--- src/rtl/core_pipe_pkg.sv ---
// Shared definitions for the 5-stage core pipeline control blocks.
package core_pipe_pkg;

    localparam int REG_ADDR_W = 5;
    localparam int REG_X0     = 0;

    typedef enum logic {
        RUN    = 1'b0,
        FREEZE = 1'b1
    } pipe_state_e;

endpackage

--- src/rtl/hazard_shadow_stage.sv ---
// One shadow copy of a pipeline stage's destination info (valid, rd, load).
module hazard_shadow_stage
    import core_pipe_pkg::*;
#(
    parameter int REG_ADDR_W = core_pipe_pkg::REG_ADDR_W
) (
    input  logic                  clock,
    input  logic                  reset_n,
    input  logic                  en,
    input  logic                  next_valid,
    input  logic [REG_ADDR_W-1:0] next_rd,
    input  logic                  next_load,
    output logic                  valid,
    output logic [REG_ADDR_W-1:0] rd,
    output logic                  load
);

    always_ff @(posedge clock or negedge reset_n) begin
        if (!reset_n) begin
            valid <= 1'b0;
            rd    <= '0;
            load  <= 1'b0;
        end else if (en) begin
            valid <= next_valid;
            rd    <= next_rd;
            load  <= next_load;
        end
    end

endmodule

--- src/rtl/hazard_interlock_unit.sv ---
// Stall/flush/freeze interlock for the 5-stage core, with memory-wait timeout.
// Optional performance counters are enabled by defining HAZARD_PERF_CNT_EN.
module hazard_interlock_unit
    import core_pipe_pkg::*;
#(
    parameter int REG_ADDR_W  = core_pipe_pkg::REG_ADDR_W,
    parameter int MEM_TIMEOUT = 255,
    parameter int TMO_W       = 8
) (
    input  logic                  clock,
    input  logic                  reset_n,
    input  logic                  id_valid,
    input  logic [REG_ADDR_W-1:0] id_rs1,
    input  logic [REG_ADDR_W-1:0] id_rs2,
    input  logic                  id_uses_rs1,
    input  logic                  id_uses_rs2,
    input  logic [REG_ADDR_W-1:0] id_rd,
    input  logic                  id_regwrite,
    input  logic                  id_is_load,
    input  logic                  ex_branch_taken,
    input  logic                  mem_busy,
    output logic                  pc_stall,
    output logic                  ifid_stall,
    output logic                  idex_bubble,
    output logic                  ifid_flush,
    output logic                  idex_flush,
    output logic                  pipe_freeze,
`ifdef HAZARD_PERF_CNT_EN
    output logic [31:0]           perf_loaduse_cnt,
    output logic [31:0]           perf_flush_cnt,
    output logic [31:0]           perf_freeze_cnt,
`endif
    output logic                  mem_timeout_err
);

    localparam logic [TMO_W-1:0]      TMO_MAX = TMO_W'(MEM_TIMEOUT);
    localparam logic [REG_ADDR_W-1:0] X0      = REG_ADDR_W'(REG_X0);

    pipe_state_e           state;
    logic [TMO_W-1:0]      tmo_cnt;

    logic                  ex_valid;
    logic [REG_ADDR_W-1:0] ex_rd;
    logic                  ex_load;
    logic                  mem_valid;
    logic [REG_ADDR_W-1:0] mem_rd;
    logic                  mem_load;

    logic                  load_use;
    logic                  freeze;
    logic                  flush;
    logic                  stall;
    logic                  id_advance;
    logic                  id_dest_valid;

    // Combinational decisions; everything is gated by reset so outputs drop
    // as soon as reset_n falls, independent of mem_busy or branch inputs.
    always_comb begin
        load_use = ex_valid && ex_load && (ex_rd != X0) && id_valid &&
                   ((id_uses_rs1 && (id_rs1 == ex_rd)) ||
                    (id_uses_rs2 && (id_rs2 == ex_rd)));
        freeze   = reset_n && mem_busy;
        flush    = reset_n && !mem_busy && ex_branch_taken;
        stall    = reset_n && !mem_busy && !ex_branch_taken && load_use;
    end

    assign pc_stall    = freeze || stall;
    assign ifid_stall  = freeze || stall;
    assign idex_bubble = stall;
    assign ifid_flush  = flush;
    assign idex_flush  = flush;
    assign pipe_freeze = freeze;

    assign id_advance    = id_valid && !stall && !flush;
    assign id_dest_valid = id_advance && (id_regwrite || (id_is_load && (id_rd != X0)));

    hazard_shadow_stage #(.REG_ADDR_W(REG_ADDR_W)) u_ex_shadow (
        .clock      (clock),
        .reset_n    (reset_n),
        .en         (!mem_busy),
        .next_valid (id_dest_valid),
        .next_rd    (id_rd),
        .next_load  (id_is_load),
        .valid      (ex_valid),
        .rd         (ex_rd),
        .load       (ex_load)
    );

    hazard_shadow_stage #(.REG_ADDR_W(REG_ADDR_W)) u_mem_shadow (
        .clock      (clock),
        .reset_n    (reset_n),
        .en         (!mem_busy),
        .next_valid (ex_valid),
        .next_rd    (ex_rd),
        .next_load  (ex_load),
        .valid      (mem_valid),
        .rd         (mem_rd),
        .load       (mem_load)
    );

    // The entry cycle (RUN with mem_busy high) already counts as a busy cycle.
    always_ff @(posedge clock or negedge reset_n) begin
        if (!reset_n) begin
            state           <= RUN;
            tmo_cnt         <= '0;
            mem_timeout_err <= 1'b0;
        end else begin
            case (state)
                RUN: begin
                    if (mem_busy) begin
                        state   <= FREEZE;
                        tmo_cnt <= TMO_W'(1);
                        if (TMO_MAX <= TMO_W'(1))
                            mem_timeout_err <= 1'b1;
                    end else begin
                        tmo_cnt <= '0;
                    end
                end
                FREEZE: begin
                    if (mem_busy) begin
                        if (tmo_cnt != TMO_MAX)
                            tmo_cnt <= tmo_cnt + TMO_W'(1);
                        if (tmo_cnt >= TMO_MAX - TMO_W'(1))
                            mem_timeout_err <= 1'b1;
                    end else begin
                        state   <= RUN;
                        tmo_cnt <= '0;
                    end
                end
                default: begin
                    state   <= RUN;
                    tmo_cnt <= '0;
                end
            endcase
        end
    end

`ifdef HAZARD_PERF_CNT_EN
    always_ff @(posedge clock or negedge reset_n) begin
        if (!reset_n) begin
            perf_loaduse_cnt <= '0;
            perf_flush_cnt   <= '0;
            perf_freeze_cnt  <= '0;
        end else begin
            if (stall && (perf_loaduse_cnt != '1))
                perf_loaduse_cnt <= perf_loaduse_cnt + 32'd1;
            if (flush && (perf_flush_cnt != '1))
                perf_flush_cnt <= perf_flush_cnt + 32'd1;
            if (freeze && (perf_freeze_cnt != '1))
                perf_freeze_cnt <= perf_freeze_cnt + 32'd1;
        end
    end
`endif

endmodule
--- config.mk ---
export PLATFORM = sky130hd
export DESIGN_NAME = hazard_interlock_unit
export DESIGN_NICKNAME = d
export VERILOG_FILES = /design/src/rtl/core_pipe_pkg.sv /design/src/rtl/hazard_shadow_stage.sv /design/src/rtl/hazard_interlock_unit.sv
export SDC_FILE = /design/constraint.sdc
export NUM_CORES = 1
export LEC_CHECK = 0
export ABC_AREA = 1
export CAP_MARGIN = 20
export CORE_ASPECT_RATIO = 0.6
export CORE_UTILIZATION = 47
export DETAILED_ROUTE_END_ITERATION = 8
export GPL_TIMING_DRIVEN = 0
export PLACE_DENSITY = 0.9
export SETUP_SLACK_MARGIN = 0.05
export SLEW_MARGIN = 20
export SYNTH_ARGS = -nofsm -noshare
export SYNTH_HDL_FRONTEND = slang
export SYNTH_SLANG_ARGS = --single-unit
--- constraint.sdc ---
create_clock -name clock -period 1.55 [get_ports clock]
set_clock_uncertainty 0.1 [all_clocks]
set_input_delay 0.31 -clock clock [delete_from_list [all_inputs] [get_ports clock]]
set_output_delay 0.31 -clock clock [all_outputs]
set_load 0.05 [all_outputs]
==> results of run 1 <==
## cell families (layout without fill, tap and decap cells)
family / Yosys count / count (layout) / share of synthesized area
compound gates: 21 / 21 / 0.115
fa+ha+maj: 2 / 2 / 0.0230
buf+inv: 35 / 74 / 0.128
flops: 17 / 17 / 0.392
simple gates: 86 / 86 / 0.342
## power by group through the flow
stage               Clock, mW  Sequential [mW]  Combinational, mW
CTS                     0.341            0.484              0.232
global placement            0            0.491              0.215
global route            0.360            0.489              0.267
finish                  0.337            0.486              0.241
detailed placement          0            0.492              0.222
floorplan                   0            0.487              0.117
## flip-flops by register name (all words and copies together) (netlist names)
signal / flops
u_ex_shadow.load: 1
state: 1
tmo_cnt: 8
u_ex_shadow.rd: 5
mem_timeout_err: 1
u_ex_shadow.valid: 1
## area by class of cell
cell class | count | share of cell area
repair buffers | 35 | 0.214
inverters | 32 | 0.0795
flip-flops and latches | 17 | 0.275
well taps | 30 | 0.0241
clock buffers | 4 | 0.0289
multi-input cells | 109 | 0.356
plain buffers | 3 | 0.0233
## worst min path at each step
stage,start,cells after the start,endpoint,slack [ns]
floorplan,reset_n,0,mem_timeout_err$_DFFE_PN0P_,-0.09
global route,mem_busy,1,state$_DFF_PN0_,0.16
CTS,mem_busy,1,state$_DFF_PN0_,0.25
detailed placement,u_ex_shadow.valid$_DFFE_PN0N_,2,u_ex_shadow.valid$_DFFE_PN0N_,0.38
finish,mem_busy,1,state$_DFF_PN0_,0.16
global placement,u_ex_shadow.valid$_DFFE_PN0N_,2,u_ex_shadow.valid$_DFFE_PN0N_,0.36
## metal layers
metal,share of wire,GRT usage,vias up
met1,0.48,0.351,514
met3,0.046,0.0529,3
li1,-,-,582
met5,0,0,-
met4,0.0057,0.0682,0
met2,0.47,0.402,36
## placed cells by master, fill, tap and decap left out, drive strengths merged
cell type,count
a21oi,2
a31o,1
a31oi,3
buf,14
clkbuf,5
clkdlybuf4s15,1
clkdlybuf4s50,11
clkinvlp,1
dfrtp,17
dlygate4sd2,10
dlygate4sd3,1
ha,2
inv,31
nand2,53
nand3,7
nand4,4
nor2,19
nor3,3
o211ai,2
o21ai,12
o21bai,1
## stage by stage
stage | hold WS (ns) | instance area [µm²] | setup TNS, ns | cells
after CTS | 0.252 | 1530 | -1.06 | 229
after global routing | 0.160 | 1560 | -1.29 | 230
after floorplan | -0.0856 | 1110 | -0.0123 | 161
after global placement | 0.363 | 1450 | -11.27 | 221
after detailed placement | 0.377 | 1450 | -12.11 | 221
final | 0.161 | 1560 | -1.03 | 230
## timing repair
action                                 in CTS  in global routing
gates resized for setup                    71                 12
setup buffers                               3                  1
endpoints found under the hold margin      17                  0
pin swaps                                  10                  2
setup endpoints to repair                   8                 14
hold buffers                                1                  0
==> results.toml, run 1 <==
[outcome]
outcome = "finished, violations left"
violations = "negative setup slack"

[clock_tree]
path_clk_slew_ns = 0.06
cts_sinks = 17
clockBufferDepth = 2
clk_latency_ns = 0.25
cts_made_buffers = 3
cts_root_buffer = "clkbuf_8"
cts_tree = "yes"
htree_levels = 1

[timing]
setup_ws_ns = -0.377
setup_viol = 3
slew_viol_final = 0
relSlewSlack = 0.477
fin_crit_ns = 1.93
tightest_slew_ns = 0.782
period_share = 1.24
hold_viol = 0
rsz0062_at_grt = "true"
fmax_mhz = 519

[critical_path]
r2r_start = "tmo_cnt[1]$_DFFE_PN0P_"
max_stage_delay_ns = 0.49
worstSetupStartpoint = "id_rs2[3]"
cp_slowest_cell = "clkdlybuf4s50_1"
critPathTopFamily = "buffers and inverters"
cp_num_cells = 10
cp_num_buf_inv = 3
crit_end = "pc_stall"
worstPathArrival_ns = 1.52
regToRegSetupSlack_ns = 0.14
r2r_end = "tmo_cnt[0]$_DFFE_PN0P_"
crit_path_cell_trace = "clkdlybuf4s50_1 -> nand2_1 -> nand2_1 -> nor2_1 -> nand3_1 -> nand2_1 -> nand2_2 -> nand2_4 -> buf_8 -> buf_8"
end_kind = "output pin"
cp_common_cell = "nand2_1"
cp_data_required_time_ns = 1.14
crit_path_start_kind = "input pin"
r2r_cells = 6
path_max_fanout = 3
path_class = "in -> out"

[floorplan]
coreArea_um2 = 2180
ios = 31
rows = 13
start_util = 0.498
die-area_um2 = 2510
die_h_um = 39.2
chipWidth_um = 64.1

[grt]
grt_start_max_net_pins = 18
antenna_found_initial = 0
gr-total-overflow = 0
grt_use_total = 0.253
grt_pass1_vias = 945
grt_pass1_wl_um = 4510

[hold_path]
hp-class = "in -> reg"

[synth]
synthFlopType = "dfrtp_1"
synth_area_leaders = "dfrtp_1 (39%), nand2_1 (18%), inv_1 (11%), nor2_1 (6.2%), o21ai_0 (4.6%)"
synthArstFlopShare = 1.00
yosysMostFrequentCell = "nand2_1"
mappedNetlistNets = 187
ys_ff_latch = 17
syn_area_per_cell_um2 = 6.75
netlist_instances = 161
synth_common_cells = "nand2_1 (53), inv_1 (31), nor2_1 (18)"
synth_edf_count = 0
yosys.cell_types.count = 22
synth_top_area_frac = 0.392
ys.warnings.count = 0
yosys.area.top_type = "dfrtp_1"
netlist_area_um2 = 1090
ys_seq_area_frac = 0.392

[detailed_routing]
vias = 1135
drc = 0
via_per_inst = 4.93
drt-total-wl_um = 2810
wl_per_cell_um = 12.2
first_iter_violations = 44
first_pass_iters = 4
ant_nets = 0

[final_layout]
num-fill-cells = 163
num_antenna_cells = 0
register_area_um2 = 428
nNetsFinal = 227
drive_gt1_frac = 0.195
multi_input_area_um2 = 554
final_util = 0.715
areaGrowthSynthToFinish_pct = 43.4

[placed_design]
post-place-ws_ns = -1.82
numPortBuffers = 30
dpl.hpwl_um = 2100
finalWeightedCongestion = 0.916

[power_and_ir_drop]
comb_power_share = 0.227
p_sw_mw = 0.305
share_seq_of_total_power = 0.457
total_power_mw = 1.06
clkPwrFrac = 0.316
power_density_nw_per_um2 = 683
power_leakage_nw = 0.840
peakVddDrop_mv = 0.463
power_switching_share = 0.287
p_int_mw = 0.759

[flow_run]
maxCapViolCount = 0
(Power assumes the default switching activity.)
==> run 2, diff against run 1 <==
- CORE_MARGIN: unset -> 2
==> run 2 against run 1 <==
Net effect:
- critical path type is now reg -> out
- the flow still finishes with violations (negative setup slack)
- highest routed layer unchanged
- hold slack about the same
- setup slack got worse by 0.082 ns
- design area increased by 2.9%
==> results.toml, run 2 (synthesized netlist as in run 1, its figures left out) <==
[detailed_routing]
wl_met3_um = 417
wl_per_cell_um = 15.2
ant_nets = 0
via_per_inst = 5.55
drc = 0
drt-total-wl_um = 3530
first_pass_iters = 4
dr_wl_met2_um = 1650
highest_layer = "met4"
routedLengthMet1_um = 1300
vias = 1294
first_iter_violations = 138

[hold_path]
whs_endpoint = "state$_DFF_PN0_"
hp-class = "in -> reg"
min_from = "mem_busy"
hold_depth = 1

[timing]
setup_viol = 3
hold_viol = 0
setup_tns_ns = -1.28
rsz0062_at_grt = "true"
relSlewSlack = 0.466
setup_ws_ns = -0.459
tightest_slew_ns = 0.798
slew_viol_final = 0
period_share = 1.30
fmax_mhz = 498
fin_crit_ns = 2.01

[clock_tree]
cts_sinks = 17
path_clk_slew_ns = 0.07
cts_made_buffers = 3
cts_root_buffer = "clkbuf_8"
cts_tree = "yes"
clk_latency_ns = 0.26
clockBufferDepth = 2
htree_levels = 1

[final_layout]
areaGrowthSynthToFinish_pct = 47.6
largest_register_ffs = 8
final_common_cell = "nand2_1"
layout_common_cells = "nand2_1 (46), inv_1 (27), dfrtp_1 (17)"
nNetsFinal = 230
final_util = 0.735
reg.largest.list = "tmo_cnt x8, u_ex_shadow.rd x5"
num_antenna_cells = 0
num-fill-cells = 150
top_register = "tmo_cnt"
drive_gt1_frac = 0.232
fin_area_um2 = 1600

[floorplan]
rows = 13
coreArea_um2 = 2180
die_h_um = 41.2
chipWidth_um = 66.1
ios = 31
start_util = 0.498
die-area_um2 = 2720

[grt]
grt_pass1_wl_um = 4720
grt_pass1_vias = 1051
grt_use_total = 0.253
gr-total-overflow = 0
grt_start_max_net_pins = 18
antenna_found_initial = 0

[power_and_ir_drop]
power_density_nw_per_um2 = 688
total_power_mw = 1.10
power_switching_share = 0.305
p_int_mw = 0.767
p_sw_mw = 0.337
power_leakage_nw = 0.877
comb_power_share = 0.248
share_seq_of_total_power = 0.439
peakVddDrop_mv = 0.408
clkPwrFrac = 0.312

[critical_path]
worstPathArrival_ns = 1.60
end_kind = "output pin"
crit_path_start_kind = "register"
cp_data_required_time_ns = 1.14
r2r_start = "u_ex_shadow.rd[3]$_DFFE_PN0N_"
r2r_end = "u_ex_shadow.valid$_DFFE_PN0N_"
r2r_cells = 10
worstSetupStartpoint = "u_ex_shadow.rd[3]$_DFFE_PN0N_"
path_class = "reg -> out"
regToRegSetupSlack_ns = 0.09
path_max_fanout = 3

[flow_run]
maxCapViolCount = 0

[placed_design]
finalWeightedCongestion = 0.917
post-place-ws_ns = -1.82
placement.cell_area_um2 = 1450
numPortBuffers = 30
dpl.hpwl_um = 2160

[outcome]
outcome = "finished, violations left"
violations = "negative setup slack"
[run 2: changes by cell type in the layout (fill, tap and decap cells not counted), sizes merged]
cell	change
buf	+3
dlymetal6s2s	+2
clkbuf	-1
clkinv	+1
dlygate4sd2	-2
[run 2: timing repair]
item,in CTS,in global routing
gates resized for setup,73,12
gates cloned,0,0
buffers inserted,4,3
endpoints found under the hold margin,17,0
hold buffers,1,0
pin swaps,10,8
endpoints found under the setup margin,8,11
[run 2: how the worst max path moves through the flow]
stage                     slack, ns  cells past startpoint       end
after floorplan               -0.01                      9  pc_stall
after global placement        -1.74                      9  pc_stall
after detailed placement      -1.82                      9  pc_stall
after CTS                     -0.43                     10  pc_stall
after global routing          -0.51                     10  pc_stall
final                         -0.46                     10  pc_stall
[run 2: area by class of cell]
cell class,instances,area [µm²],share of cell area
Clock inverter,1,5.00,0.00312
Clock buffer,3,41.3,0.0258
Buffer,3,36.3,0.0226
Inverter,32,124,0.0773
Tap cell,30,37.5,0.0234
Timing Repair Buffer,38,364,0.227
Sequential cell,17,425,0.265
Multi-Input combinational cell,109,569,0.355
[run 2: critical path: stages, from the launching register on]
cell	delay, ns
dfrtp_1	0.41
inv_2	0.08
nand2_2	0.08
nand2_1	0.06
nor2_2	0.11
nand3_1	0.11
nand2_1	0.10
nand2_2	0.08
nand2_4	0.08
buf_8	0.09
buf_8	0.13
[run 2: power by group through the flow]
stage          sequential, mW  combinational (mW)  clock, mW
2_1_floorplan           0.487               0.117          0
3_3_place_gp            0.491               0.215          0
3_5_place_dp            0.493               0.225          0
4_1_cts                 0.483               0.246      0.345
5_1_grt                 0.486               0.295      0.365
6_report                0.485               0.274      0.344
[run 2: through the flow]
stage / instances / hold WS [ns]
final: 233 / 0.161
after global routing: 233 / 0.158
after CTS: 230 / 0.151
after detailed placement: 221 / 0.396
after global placement: 221 / 0.359
after floorplan: 161 / -0.0856
[run 2: metal layers]
layer  global-route usage  vias to the layer above
li1                     -                      589
met1                0.290                      579
met2                0.449                       97
met3               0.0632                       29
met4                0.153                        0
met5                    0                        -
==> run 3, diff against run 2 <==
- GPL_TIMING_DRIVEN: 0 -> unset
==> run 3 against run 2 <==
Net effect:
- the run still ends with negative setup slack left
- combinational power rose by 11%
- non-clock buffer count grew 3
- fmax fell by 2.7%
- clock power is essentially flat
- sequential share of layout area fell by 1.4 points
- total power increased by 2.4%
- sequential cell count is the same
- critical path type unchanged
==> results.toml, run 3 (synthesized netlist as in run 1, its figures left out) <==
[detailed_routing]
vias = 1375
ant_nets = 0
drc = 0
wl_per_cell_um = 18.2
first_iter_violations = 203
first_pass_iters = 6
via_per_inst = 5.80
drt-total-wl_um = 4320

[power_and_ir_drop]
p_sw_mw = 0.354
clkPwrFrac = 0.302
comb_power_share = 0.268
share_seq_of_total_power = 0.430
power_leakage_nw = 0.903
peakVddDrop_mv = 0.611
p_int_mw = 0.775
power_switching_share = 0.314
power_density_nw_per_um2 = 665
total_power_mw = 1.13

[clock_tree]
clockBufferDepth = 2
clk_latency_ns = 0.26
cts_root_buffer = "clkbuf_8"
cts_sinks = 17
htree_levels = 1
path_clk_slew_ns = 0.07
cts_made_buffers = 3
cts_tree = "yes"

[final_layout]
multi_input_area_um2 = 596
reg.largest.list = "tmo_cnt x8, u_ex_shadow.rd x5"
areaGrowthSynthToFinish_pct = 56.3
final_common_cell = "nand2_1"
top_register = "tmo_cnt"
drive_gt1_frac = 0.271
register_area_um2 = 427
num_antenna_cells = 0
largest_register_ffs = 8
nNetsFinal = 234
layout_common_cells = "nand2_1 (45), inv_1 (23), dfrtp_1 (16)"
final_cells = 237
num-fill-cells = 129

[critical_path]
end_kind = "output pin"
cp_data_required_time_ns = 1.14
crit_path_start_kind = "register"
path_max_fanout = 4
path_class = "reg -> out"
worstPathArrival_ns = 1.66

[grt]
grt_start_max_net_pins = 18
grt_pass1_wl_um = 5230
met3_usage = 0.0714
grt_use_total = 0.270
met1_usage = 0.350
grt_use_met2 = 0.449
grt_pass1_vias = 1131
busiest_layer = "met2"
gr-total-overflow = 0
antenna_found_initial = 0

[timing]
relSlewSlack = 0.462
fmax_mhz = 484
hold_viol = 0
rsz0062_at_grt = "true"
setup_viol = 5
period_share = 1.33
tightest_slew_ns = 0.807
slew_viol_final = 0
setup_ws_ns = -0.516
fin_crit_ns = 2.07

[floorplan]
coreArea_um2 = 2180
ios = 31
die-area_um2 = 2720
die_h_um = 41.2
start_util = 0.498
chipWidth_um = 66.1
rows = 13

[placed_design]
finalWeightedCongestion = 0.933
numPortBuffers = 30
dp.cells = 225
dpl.hpwl_um = 2230

[outcome]
violations = "negative setup slack"
outcome = "finished, violations left"

[flow_run]
maxCapViolCount = 0

[hold_path]
hp-class = "in -> async"
run 3: cell count changes in the layout (fill, tap and decap cells not counted), sizes merged:
cell / delta
buf: +4
clkdlybuf4s15: -1
clkdlybuf4s50: -1
dlygate4sd2: +2
dlygate4sd3: -1
dlymetal6s2s: -1
dlymetal6s4s: +1
nand3: +1
run 3: final timing paths:
| check | slack (ns) | start | cells after the start | end |
|---|---|---|---|---|
| min reg2reg | 0.43 | tmo_cnt[2]$_DFFE_PN0P_ | 1 | tmo_cnt[2]$_DFFE_PN0P_ |
| min in group clock | 0.43 | tmo_cnt[2]$_DFFE_PN0P_ | 1 | tmo_cnt[2]$_DFFE_PN0P_ |
| max reg2reg | -0.06 | u_ex_shadow.rd[2]$_DFFE_PN0N_ | 10 | u_ex_shadow.valid$_DFFE_PN0N_ |
| min | 0.34 | reset_n | 3 | tmo_cnt[2]$_DFFE_PN0P_ |
| max | -0.52 | u_ex_shadow.rd[2]$_DFFE_PN0N_ | 9 | pc_stall |
| max in group asynchronous | 0.44 | reset_n | 3 | tmo_cnt[5]$_DFFE_PN0P_ |
run 3: area by class of cell:
cell class	instances	share of cell area
repair buffers	44	0.276
inverters	32	0.0730
clock buffers	3	0.0243
multi-input cells	110	0.351
clock inverters	1	0.00295
flip-flops and latches	17	0.251
well taps	30	0.0221
run 3: power by group through the flow:
stage	Combinational, mW	Clock [mW]	Sequential (mW)
after detailed placement	0.253	0	0.491
after CTS	0.260	0.337	0.483
final	0.303	0.341	0.486
after floorplan	0.117	0	0.487
after global placement	0.244	0	0.489
after global routing	0.318	0.354	0.488
run 3: layer usage:
metal / up-vias / routed length (µm) / share of wire
met3: 36 / 577 / 0.13
met4: 0 / 290 / 0.067
met1: 612 / 1600 / 0.37
li1: 596 / - / -
met2: 131 / 1850 / 0.43
met5: - / 0 / 0
run 3: stage by stage:
step                      setup WS (ns)  utilization  cell area, µm²  hold slack (ns)  setup TNS, ns
after floorplan                 -0.0123            -            1110          -0.0856        -0.0123
after global placement           -0.419        0.707            1540            0.371          -3.33
after detailed placement         -0.460        0.707            1540            0.375          -3.78
after CTS                        -0.329        0.747            1630            0.392         -0.962
after global routing             -0.564        0.779            1700            0.413          -1.90
final                            -0.516        0.779            1700            0.343          -1.61
run 3: repair_timing:
item	4_1_cts	5_1_grt
endpoints found under the setup margin	8	30
setup buffers	2	4
hold buffers	1	0
cloned	0	1
hold endpoints to repair	17	0
gates resized for setup	30	15
pin swaps	14	12
run 3: critical path, stage by stage, from the launching register on:
cell and delay, ns:
dfrtp_1 0.42, inv_2 0.07, nand2_1 0.08, nand2_1 0.06, nor2_1 0.13, nand3_1 0.13
nand2_1 0.13, nand2_2 0.11, nand2_4 0.11, buf_12 0.14
